File: config.mk
export PLATFORM = sky130hd
export DESIGN_NAME = alu_wb_stage
export DESIGN_NICKNAME = d
export VERILOG_FILES = /design/src/rtl/alu_wb_stage.sv
export SDC_FILE = /design/constraint.sdc
export NUM_CORES = 1
export LEC_CHECK = 0
export BUFFER_PORTS_ARGS = -buffer_cell sky130_fd_sc_hd__buf_4
export CAP_MARGIN = 20
export CORE_MARGIN = 1
export CORE_UTILIZATION = 41
export DETAILED_ROUTE_END_ITERATION = 8
export HOLD_SLACK_MARGIN = 0.05
export PLACE_DENSITY = 0.58
export SYNTH_ARGS = -nofsm -noshare
export SYNTH_HDL_FRONTEND = slang
export SYNTH_SLANG_ARGS = --single-unit
File: constraint.sdc
create_clock -name clk -period 2.24 [get_ports clk]
set_input_delay 0 -clock clk [delete_from_list [all_inputs] [get_ports clk]]
set_output_delay 0 -clock clk [all_outputs]
set_load 0.05 [all_outputs]
File: src/rtl/alu_wb_stage.sv
// alu_wb_stage: execute/write-back stage that sits directly after the register file.
// Single-cycle ALU ops write back on the cycle after accept. Shifts run one bit per
// cycle under a two-state FSM (IDLE/SHIFT). The result drives the regfile write port.
// Optional build macro ALU_FLAGS_EN adds registered zero_flag/ovf_flag outputs.
module alu_wb_stage #(
  parameter int WIDTH  = 32,
  parameter int ADDR_W = 5
) (
  input  logic              clk,
  input  logic              rst,
  input  logic              in_valid,
  output logic              in_ready,
  input  logic [3:0]        op,
  input  logic [WIDTH-1:0]  a,
  input  logic [WIDTH-1:0]  b,
  input  logic [ADDR_W-1:0] rd,
  output logic              we,
  output logic [ADDR_W-1:0] waddr,
  output logic [WIDTH-1:0]  wdata,
  output logic              busy
`ifdef ALU_FLAGS_EN
  ,
  output logic              zero_flag,
  output logic              ovf_flag
`endif
);

  localparam logic [3:0] OP_ADD  = 4'd0;
  localparam logic [3:0] OP_SUB  = 4'd1;
  localparam logic [3:0] OP_AND  = 4'd2;
  localparam logic [3:0] OP_OR   = 4'd3;
  localparam logic [3:0] OP_XOR  = 4'd4;
  localparam logic [3:0] OP_SLT  = 4'd5;
  localparam logic [3:0] OP_SLTU = 4'd6;
  localparam logic [3:0] OP_SLL  = 4'd7;
  localparam logic [3:0] OP_SRL  = 4'd8;
  localparam logic [3:0] OP_SRA  = 4'd9;

  typedef enum logic {IDLE, SHIFT} state_t;

  state_t              state_q;
  logic [WIDTH-1:0]    sh_q;
  logic [4:0]          cnt_q;
  logic [3:0]          op_q;
  logic [ADDR_W-1:0]   rd_q;
  logic                we_q;
  logic [ADDR_W-1:0]   waddr_q;
  logic [WIDTH-1:0]    wdata_q;

  logic [WIDTH-1:0]    alu_d;
  logic [WIDTH-1:0]    sh_d;
  logic [4:0]          shamt;
  logic                is_shift;
  logic                is_single;

  assign shamt     = b[4:0];
  assign is_shift  = (op == OP_SLL) || (op == OP_SRL) || (op == OP_SRA);
  // Zero-amount shifts complete in one cycle like ordinary ALU ops.
  assign is_single = (op <= OP_SLTU) || (is_shift && (shamt == 5'd0));

  assign in_ready = (state_q == IDLE);
  assign busy     = (state_q == SHIFT);
  assign we       = we_q;
  assign waddr    = waddr_q;
  assign wdata    = wdata_q;

  // Single-cycle result; a shift here only arises with shamt=0, so it passes a.
  always_comb begin
    alu_d = '0;
    case (op)
      OP_ADD:  alu_d = a + b;
      OP_SUB:  alu_d = a - b;
      OP_AND:  alu_d = a & b;
      OP_OR:   alu_d = a | b;
      OP_XOR:  alu_d = a ^ b;
      OP_SLT:  alu_d = {{(WIDTH-1){1'b0}}, ($signed(a) < $signed(b))};
      OP_SLTU: alu_d = {{(WIDTH-1){1'b0}}, (a < b)};
      OP_SLL, OP_SRL, OP_SRA: alu_d = a;
      default: alu_d = '0;
    endcase
  end

  // One-bit step of the iterative shifter; SRA replicates the sign bit.
  always_comb begin
    sh_d = sh_q;
    case (op_q)
      OP_SLL:  sh_d = {sh_q[WIDTH-2:0], 1'b0};
      OP_SRL:  sh_d = {1'b0, sh_q[WIDTH-1:1]};
      OP_SRA:  sh_d = {sh_q[WIDTH-1], sh_q[WIDTH-1:1]};
      default: sh_d = sh_q;
    endcase
  end

`ifdef ALU_FLAGS_EN
  logic ovf_d;
  logic zero_q;
  logic ovf_q;

  // Signed overflow: operands agree in sign (ADD) or differ (SUB) and the result flips.
  always_comb begin
    ovf_d = 1'b0;
    if (op == OP_ADD)
      ovf_d = (a[WIDTH-1] == b[WIDTH-1]) && (alu_d[WIDTH-1] != a[WIDTH-1]);
    else if (op == OP_SUB)
      ovf_d = (a[WIDTH-1] != b[WIDTH-1]) && (alu_d[WIDTH-1] != a[WIDTH-1]);
  end

  // Flags follow every write-back result, including ones suppressed for x0.
  always_ff @(posedge clk or posedge rst) begin
    if (rst) begin
      zero_q <= 1'b0;
      ovf_q  <= 1'b0;
    end else if (state_q == IDLE) begin
      if (in_valid && is_single) begin
        zero_q <= (alu_d == '0);
        ovf_q  <= ovf_d;
      end
    end else if (cnt_q == 5'd1) begin
      zero_q <= (sh_d == '0);
      ovf_q  <= 1'b0;
    end
  end

  assign zero_flag = zero_q;
  assign ovf_flag  = ovf_q;
`endif

  // FSM plus registered write port; we is a one-cycle pulse per completed result.
  always_ff @(posedge clk or posedge rst) begin
    if (rst) begin
      state_q <= IDLE;
      sh_q    <= '0;
      cnt_q   <= '0;
      op_q    <= '0;
      rd_q    <= '0;
      we_q    <= 1'b0;
      waddr_q <= '0;
      wdata_q <= '0;
    end else begin
      we_q <= 1'b0;
      case (state_q)
        IDLE: begin
          if (in_valid) begin
            if (is_single) begin
              we_q    <= (rd != '0);
              waddr_q <= rd;
              wdata_q <= alu_d;
            end else if (is_shift) begin
              state_q <= SHIFT;
              sh_q    <= a;
              cnt_q   <= shamt;
              op_q    <= op;
              rd_q    <= rd;
            end
            // Reserved opcodes are consumed without any write.
          end
        end
        SHIFT: begin
          sh_q  <= sh_d;
          cnt_q <= cnt_q - 5'd1;
          if (cnt_q == 5'd1) begin
            state_q <= IDLE;
            we_q    <= (rd_q != '0);
            waddr_q <= rd_q;
            wdata_q <= sh_d;
          end
        end
        default: state_q <= IDLE;
      endcase
    end
  end

endmodule
# Yosys cells after proc, flatten, opt, wreduce, memory -nomap -nowiden
# Cells that the tools add are included.
[classes]
magnitude_cmp = 3
n_eq_ne = 18
muxes = 27
reduce_logical = 12
addsub = 3
bitwise_logic = 5
[ops]
columns = ["operator", "n"]
rows = [
  ["32-bit case mux with 8 select lines", 1],
  ["32-bit two-way mux", 6],
  ["32-bit case mux with 2 select lines", 2],
  ["32-bit case mux with 3 select lines", 1],
  ["32-bit less-than comparator", 2],
  ["32-bit adder", 1],
  ["32-bit bitwise AND", 1],
  ["32-bit OR", 1],
  ["32-bit subtractor", 1],
  ["32-bit bitwise XOR", 1],
  ["5-bit two-way mux", 6],
  ["4-bit by 3-bit == test with 1-bit output, second input constant", 5],
  ["5-bit case mux with 2 select lines", 2],
  ["4-bit == test, second input constant", 4],
  ["5-bit nonzero test", 2],
  ["4-bit by 2-bit == test with 1-bit output, second input constant", 2],
  ["1-bit two-way mux", 7],
  ["2-bit by 1-bit != test with 1-bit output, second input constant", 3],
  ["3-bit AND reduction", 2],
  ["5-bit by 1-bit == test with 1-bit output, second input constant", 1],
  ["5-bit zero test", 1],
  ["5-bit by 1-bit subtractor with 5-bit output, second input constant", 1],
  ["4-bit by 1-bit == test with 1-bit output, second input constant", 1],
  ["4-bit by 3-bit less-or-equal comparator with 1-bit output, second input constant", 1],
  ["other kinds (8)", 13],
]
[totals]
output_inout_bits = 40
reg_bits = 85

# Longest topological paths before layout
# Gate-level depths: netlist of run 1.
[logic_depth]
depth_word = 8
ltp_mapped = 12
depth_no_buf = 12

# Worst setup path before layout of run 1
# Ideal clock, no wire load.
[synth_path]
path_kind = "input port to flip-flop"
from = "input port a[0]"
to = "register wdata_q[30], in the netlist wdata[30]"
required_ns = 2.104
setup_slack_ns = -0.349
t_arrival_ns = 2.453
stages = 12
path_cell_list = "inv_1 -> ha_1 -> fa_1 -> nor2_1 -> o311ai_0 -> a2111oi_2 -> a21bo_2 -> a211oi_2 -> o31a_1 -> o31a_1 -> o2111ai_1 -> a32oi_1"
[synth_between]
elab_chain_cells = 5
word_cells_on_any_way = 6
cone_classes = "add/sub: 2; mux: 4"
[synth_rtl]
columns = ["element", "line_no", "source"]
rows = [
  ["start: declaration", "14", "input logic [WIDTH-1:0] a,"],
  ["32-bit subtractor / 32-bit adder (equally long branches)", "72, 71", ""],
  ["32-bit case mux with 8 select lines (*)", "70", "case (op)"],
  ["32-bit two-way mux (*)", "144", "if (is_single) begin"],
  ["32-bit two-way mux (*)", "143", "if (in_valid) begin"],
  ["32-bit case mux with 2 select lines (*)", "141", "case (state_q)"],
  ["end signal: assignment", "147", "wdata_q <= alu_d;"],
  ["end: declaration", "48", "logic [WIDTH-1:0] wdata_q;"],
]
# Mark *: on every way between the ends. The rest lies on a longest branch, timed or not. The select of a mux whose other input is x is not followed.
# A chain may end at the register's enable or synchronous reset.

# Final worst setup path of run 1
[layout_path]
from = "input port a[1]"
to = "register wdata_q[29], in the netlist wdata[29]"
# The elaborated chain is that of the path after synthesis.

==> impl_metrics.ini, run 1 <==
[run_status]
status = complete, but fails checks
failed_checks = setup timing

[place]
postPlaceCellArea_mm2 = 0.01305
place_hpwl_um = 30150
gp_congestion = 0.9522
io_buffers = 115
dp_worst_setup_slack_ns = -0.8356

[sta]
finalSetupViolCount = 8
tightestPinTransition_ns = 0.6788
timing.fmax_ghz = 0.4156
rsz0062_at_grt = yes
slew_violations = 0
setup_ws_ns = -0.1664
holdWs_ns = 0.06022
hold_violations = 0
slew_headroom = 0.5450
fin_skew_ns = 0.01398
period_share = 1.074
layout_min_cycle_time_ns = 2.406

[clock_tree]
clkSinkCount = 85
clockBufferDepth = 2
cts_tree = done
cts-buffers-inserted = 9
htreeDepth = 3
clockRootBuffer = clkbuf_16
clk_latency_ns = 0.36
clk_pin_slew_ns = 0.07

[layout]
area_growth_pct = 50.47
fin_nets = 1909
stdcell_area_mm2 = 0.01447
antennaDiodeCount = 0
drive_gt1_frac = 0.3498
filler_cell_count = 2088

[hold_path]
holdCritPathClass = in -> reg

[drt]
drt.antenna.violating_nets = 0
vias = 11530
wirelength_um = 39260
dr.pass1.iters = 6
drt-vias-per-instance = 5.668
drt-initial-drc-count = 1003
wl_per_cell_um = 19.30
drc_errors = 0

[die]
core-area_mm2 = 0.02285
ios = 116
start_util = 0.4210
die_area_mm2 = 0.02407
chipHeight_um = 155.2
die_w_um = 155.2
rows = 55

[grt]
antenna_found_initial = 0
grt_max_degree = 52
grt_overflow = 0
grt_pass1_vias = 10940
grt_pass1_wl_um = 61110
grtUsageTotal = 0.3265

[yosys]
netlist_area_mm2 = 0.009618
syn_avg_cell_area_um2 = 7.194
ys_seq_area_frac = 0.2212
synthCells = 1337
syn_nets = 1530
synth_edf_count = 0
async_reset_ff_frac = 1.000
yosysTopAreaCell = dfrtp_1
ys.flop_type = dfrtp_1
ys_top_cells_by_area = dfrtp_1 (22%), ha_1 (15%), nand2_1 (8.0%)
ys_types = 79
synth_seq_cells = 85
ys.warnings.count = 0
synth_top_area_share = 0.2212

[pwr]
cellLeakagePower_nw = 6.842
power.total_w = 0.01070
p_per_area_mw_per_mm2 = 739.0
ir_drop_mv = 0.4573

[worst_setup_path]
worstSetupStartpointType = input port
critPathBufInv = 4
crit_family = compound AO/OA/AOI/OAI gates
worstPathRequired_ns = 2.49
worstPathArrival_ns = 2.66
crit_path_end_kind = register
worst-path-max-fanout = 4
crit_chain = buf_8 -> clkinvlp_4 -> ha_4 -> buf_6 -> a211oi_4 -> o211ai_1 -> nand3_1 -> a31oi_1 -> buf_4 -> nor2_4 -> o31ai_4 -> a21oi_2 -> a21o_1 -> a31o_2
path_class = in -> reg
critPathMaxStageDelay_ns = 0.41
crit_slowest_cell = o211ai_1

[flow_run]
drv_cap = 0
[cells in the mapped netlist, types with 6 or more instances]
library cell  number
nand2_1          204
nor2_1           134
a21oi_1          128
ha_1             115
o21ai_0          113
inv_1             99
dfrtp_1           85
clkbuf_1          65
a22oi_1           40
nor3_1            23
a31oi_1           22
a221oi_1          17
xnor2_1           17
nand2b_1          16
a21o_1            15
o211ai_1          15
or3_1             15
a211oi_1          14
nand3_1           14
o22ai_1           12
o21bai_1          10
nand4_1            9
buf_1              8
buf_2              8
mux2i_1            8
o221ai_1           8
o31a_1             8
nor4_1             7
a2111oi_0          6
and3_1             6
nor2b_1            6
o21a_1             6
o31ai_1            6
[path summary, 6_finish.rpt]
| path | start | to | slack, ns | cells after the start |
|---|---|---|---|---|
| max | a[1] | wdata[29] | -0.17 | 14 |
| min | a[3] | sh_q[3] | 0.06 | 5 |
| max reg2reg | op_q[1] | wdata[21] | 0.08 | 9 |
| min reg2reg | waddr[3] | waddr[3] | 0.48 | 2 |
| max in group asynchronous | rst | waddr[1] | 1.32 | 4 |
| min in group asynchronous | rst | sh_q[6] | 0.26 | 3 |
[per-stage QoR]
step / std cells / setup TNS (ns) / utilization
global route: 2034 / -1.779 / 0.6335
floorplan: 1337 / -0.9427 / -
global placement: 1980 / -10.95 / 0.5710
CTS: 2029 / -0.8070 / 0.6159
finish: 2034 / -0.7399 / 0.6335
detailed placement: 1980 / -11.87 / 0.5710
[where the power goes]
part	switching, W	leakage [nW]	internal, W
registers	0.000517	1.07	0.00212
logic	0.00385	5.60	0.00238
clock network	0.000717	0.173	0.00111
total	0.00508	6.84	0.00562
[layout make-up]
type / instances / area, um^2 / share of cell area
clock buffers: 9 / 225.2 / 0.01556
repair buffers: 450 / 3573 / 0.2469
multi-input cells: 1066 / 7587 / 0.5243
inverters: 104 / 439.2 / 0.03034
flip-flops and latches: 85 / 2128 / 0.1471
clock inverters: 7 / 127.6 / 0.008818
well taps: 313 / 391.6 / 0.02706
[layout by cell type (no fill, tap or decap), drive strengths merged, types with 8 or more instances in the layout]
cell type / n
a2111oi: 10
a211oi: 15
a21o: 15
a21oi: 128
a221oi: 17
a22oi: 40
a31oi: 22
buf: 440
clkbuf: 9
dfrtp: 85
dlygate4sd3: 10
ha: 115
inv: 101
mux2i: 8
nand2: 204
nand2b: 16
nand3: 14
nand4: 9
nor2: 134
nor3: 23
o211ai: 15
o21ai: 115
o21bai: 10
o221ai: 8
o22ai: 12
o31a: 9
or3: 16
xnor2: 17
[tightest hold or removal path, cell delays in order]
cell     delay, ns
buf_12        0.11
inv_8         0.05
nor2_1        0.04
a21oi_1       0.10
o21ai_0       0.08
[logic make-up after synthesis]
kind of cell,count (synthesis),share of synthesized area
AO/OA/AOI/OAI,474,0.3237
AND/OR/NAND/NOR,446,0.1994
buffers and inverters,186,0.07402
adder cells (fa/ha/maj),117,0.1538
flip-flops,85,0.2212
XOR/XNOR,19,0.01730
multiplexers,10,0.01067
[per-layer routing]
metal,global-route usage,vias up,share of wire
met5,0,-,0
met4,0.09807,0,0.022
met3,0.02145,60,0.060
met2,0.5184,445,0.45
met1,0.4725,5494,0.46
li1,-,5530,-
[sequential cells by signal, summed over array words and instances, names as in the netlist]
| name | cells |
|---|---|
| cnt_q | 5 |
| sh_q | 32 |
| wdata | 32 |
| we | 1 |
| waddr | 5 |
| op_q | 4 |
| busy | 1 |
| rd_q | 5 |
[repair_timing]
item	CTS	global route
hold endpoints to repair	48	0
setup endpoints to repair	17	27
gates cloned	0	0
buffers inserted	26	10
resized for setup	97	83
hold buffers	10	0
pin swaps	49	67
(Power assumes the default switching activity.)
==> run 2, diff against run 1 <==
- MAX_ROUTING_LAYER: default -> met4
==> impl_metrics.ini, run 2 (synthesis gave the netlist of run 1 again) <==
[pwr]
p_clk_frac = 0.155
power.switching_w = 0.005068
comb_power_share = 0.589
p_seq_frac = 0.255
p_sw_frac = 0.4852
p_per_area_mw_per_mm2 = 724.8
cellLeakagePower_nw = 6.811
power.total_w = 0.01044
ir_drop_mv = 0.6516
p_int_w = 0.005377

[layout]
drive_gt1_frac = 0.3472
filler_cell_count = 2082
final_cell_mix = buf_4 (424), nand2_1 (203), nor2_1 (125), a21oi_1 (121), o21ai_0 (100)
fin_nets = 1913
stdcell_area_mm2 = 0.01441
layout_commonest_cell = buf_4
post-route-util = 0.6308
antennaDiodeCount = 0
area_growth_pct = 49.84

[grt]
antenna_found_initial = 0
grt_max_degree = 86
grt_overflow = 0
grt_pass1_wl_um = 60710
grtUsageTotal = 0.3364
grt_pass1_vias = 10940

[die]
chipHeight_um = 155.2
start_util = 0.4210
die_w_um = 155.2
rows = 55
die_area_mm2 = 0.02407
core-area_mm2 = 0.02285
ios = 116

[sta]
timing.fmax_ghz = 0.4077
period_share = 1.095
slew_headroom = 0.6480
layout_min_cycle_time_ns = 2.453
hold_violations = 0
slew_violations = 0
fin_skew_ns = 0.01033
tightestPinTransition_ns = 0.5281
finalSetupViolCount = 9
setup_ws_ns = -0.2127
rsz0062_at_grt = yes

[clock_tree]
clockRootBuffer = clkbuf_16
clk_latency_ns = 0.36
clockBufferDepth = 2
cts-buffers-inserted = 9
cts_tree = done
htreeDepth = 3
clk_pin_slew_ns = 0.07
clkSinkCount = 85

[place]
place_hpwl_um = 29900
gp_congestion = 0.9544
dp_worst_setup_slack_ns = -0.6880
postPlaceCellArea_mm2 = 0.01313
io_buffers = 115

[hold_path]
min_from = b[3]
whs_path_depth = 4
holdCritPathClass = in -> reg
min_to = cnt_q[3]

[drt]
wirelength_um = 39080
drt-initial-drc-count = 981
dr.pass1.iters = 8
drt-vias-per-instance = 5.570
drc_errors = 0
vias = 11350
wl_per_cell_um = 19.18
drt.antenna.violating_nets = 0

[worst_setup_path]
reg2reg_depth = 9
reg2reg_slack_ns = -0.02
r2r-start = busy
path_class = in -> reg
crit_path_end_kind = register
worstPathArrival_ns = 2.70
reg2reg_to = wdata[30]
worst-path-max-fanout = 3
worstPathRequired_ns = 2.48
worstSetupStartpointType = input port

[run_status]
status = complete, but fails checks
failed_checks = setup timing

[flow_run]
drv_cap = 0
-- run 2: changes by cell type in the layout (fill, tap and decap cells not counted), moves of 4 or more --
cell / change
a21oi_1: +9
inv_1: +5
ha_4: +4
nor2_2: -5
inv_4: -5
buf_4: +9
a21oi_2: -8
ha_1: -5
-- run 2: per-layer routing --
layer,part of all wire,global-route usage,vias to the layer above
met5,0,-,-
met2,0.44,0.5058,412
met1,0.46,0.4656,5367
met4,0.021,0.09712,0
li1,-,-,5520
met3,0.073,0.04986,53
-- run 2: critical path, cell delays in order --
cell	delay (ns)
buf_8	0.08
clkinvlp_4	0.14
ha_4	0.31
buf_6	0.10
nor2_4	0.04
o311ai_4	0.32
a2111oi_4	0.15
o31a_4	0.39
o41ai_4	0.41
buf_4	0.18
xnor2_1	0.05
a21oi_1	0.15
nor2_1	0.06
or3_1	0.30
-- run 2: worst max path at each step --
stage / startpoint / endpoint / depth (start not counted) / slack (ns)
6_report: a[1] / wdata[23] / 14 / -0.21
5_1_grt: a[1] / wdata[31] / 13 / -0.29
4_1_cts: b[1] / wdata[23] / 14 / -0.18
3_5_place_dp: a[12] / wdata[0] / 12 / -0.69
3_3_place_gp: a[12] / wdata[0] / 12 / -0.70
2_1_floorplan: a[0] / wdata[30] / 12 / -0.21
-- run 2: power groups by stage --
| stage | registers (W) | clock network (W) | logic (W) |
|---|---|---|---|
| 2_1_floorplan | 0.00360 | 0 | 0.00258 |
| 3_3_place_gp | 0.00265 | 0 | 0.00574 |
| 3_5_place_dp | 0.00266 | 0 | 0.00580 |
| 4_1_cts | 0.00264 | 0.00163 | 0.00593 |
| 5_1_grt | 0.00273 | 0.00168 | 0.00669 |
| 6_report | 0.00267 | 0.00162 | 0.00616 |
-- run 2: final cells by class --
cell class,count,area [um^2],share of cell area
multi-input combinational,1066,7574,0.5255
timing repair buffer,454,3597,0.2496
sequential,85,2128,0.1477
inverter,104,414.1,0.02874
tap,313,391.6,0.02717
clock buffer,9,225.2,0.01563
clock inverter,7,81.33,0.005643
-- run 2: metrics by stage --
| stage | TNS, ns | hold slack (ns) | std cells |
|---|---|---|---|
| after floorplan | -0.9427 | 0.1054 | 1337 |
| after global placement | -11.46 | 0.1485 | 1986 |
| after detailed placement | -12.05 | 0.1501 | 1986 |
| after CTS | -0.5414 | 0.07454 | 2022 |
| after global routing | -2.388 | 0.1028 | 2038 |
| final | -0.9618 | 0.07458 | 2038 |
-- run 2: what timing repair did --
item	CTS	global route
hold buffers	8	0
endpoints found under the hold margin	100	0
pin swaps	40	49
buffers inserted	13	18
endpoints found under the setup margin	18	24
resized for setup	57	95
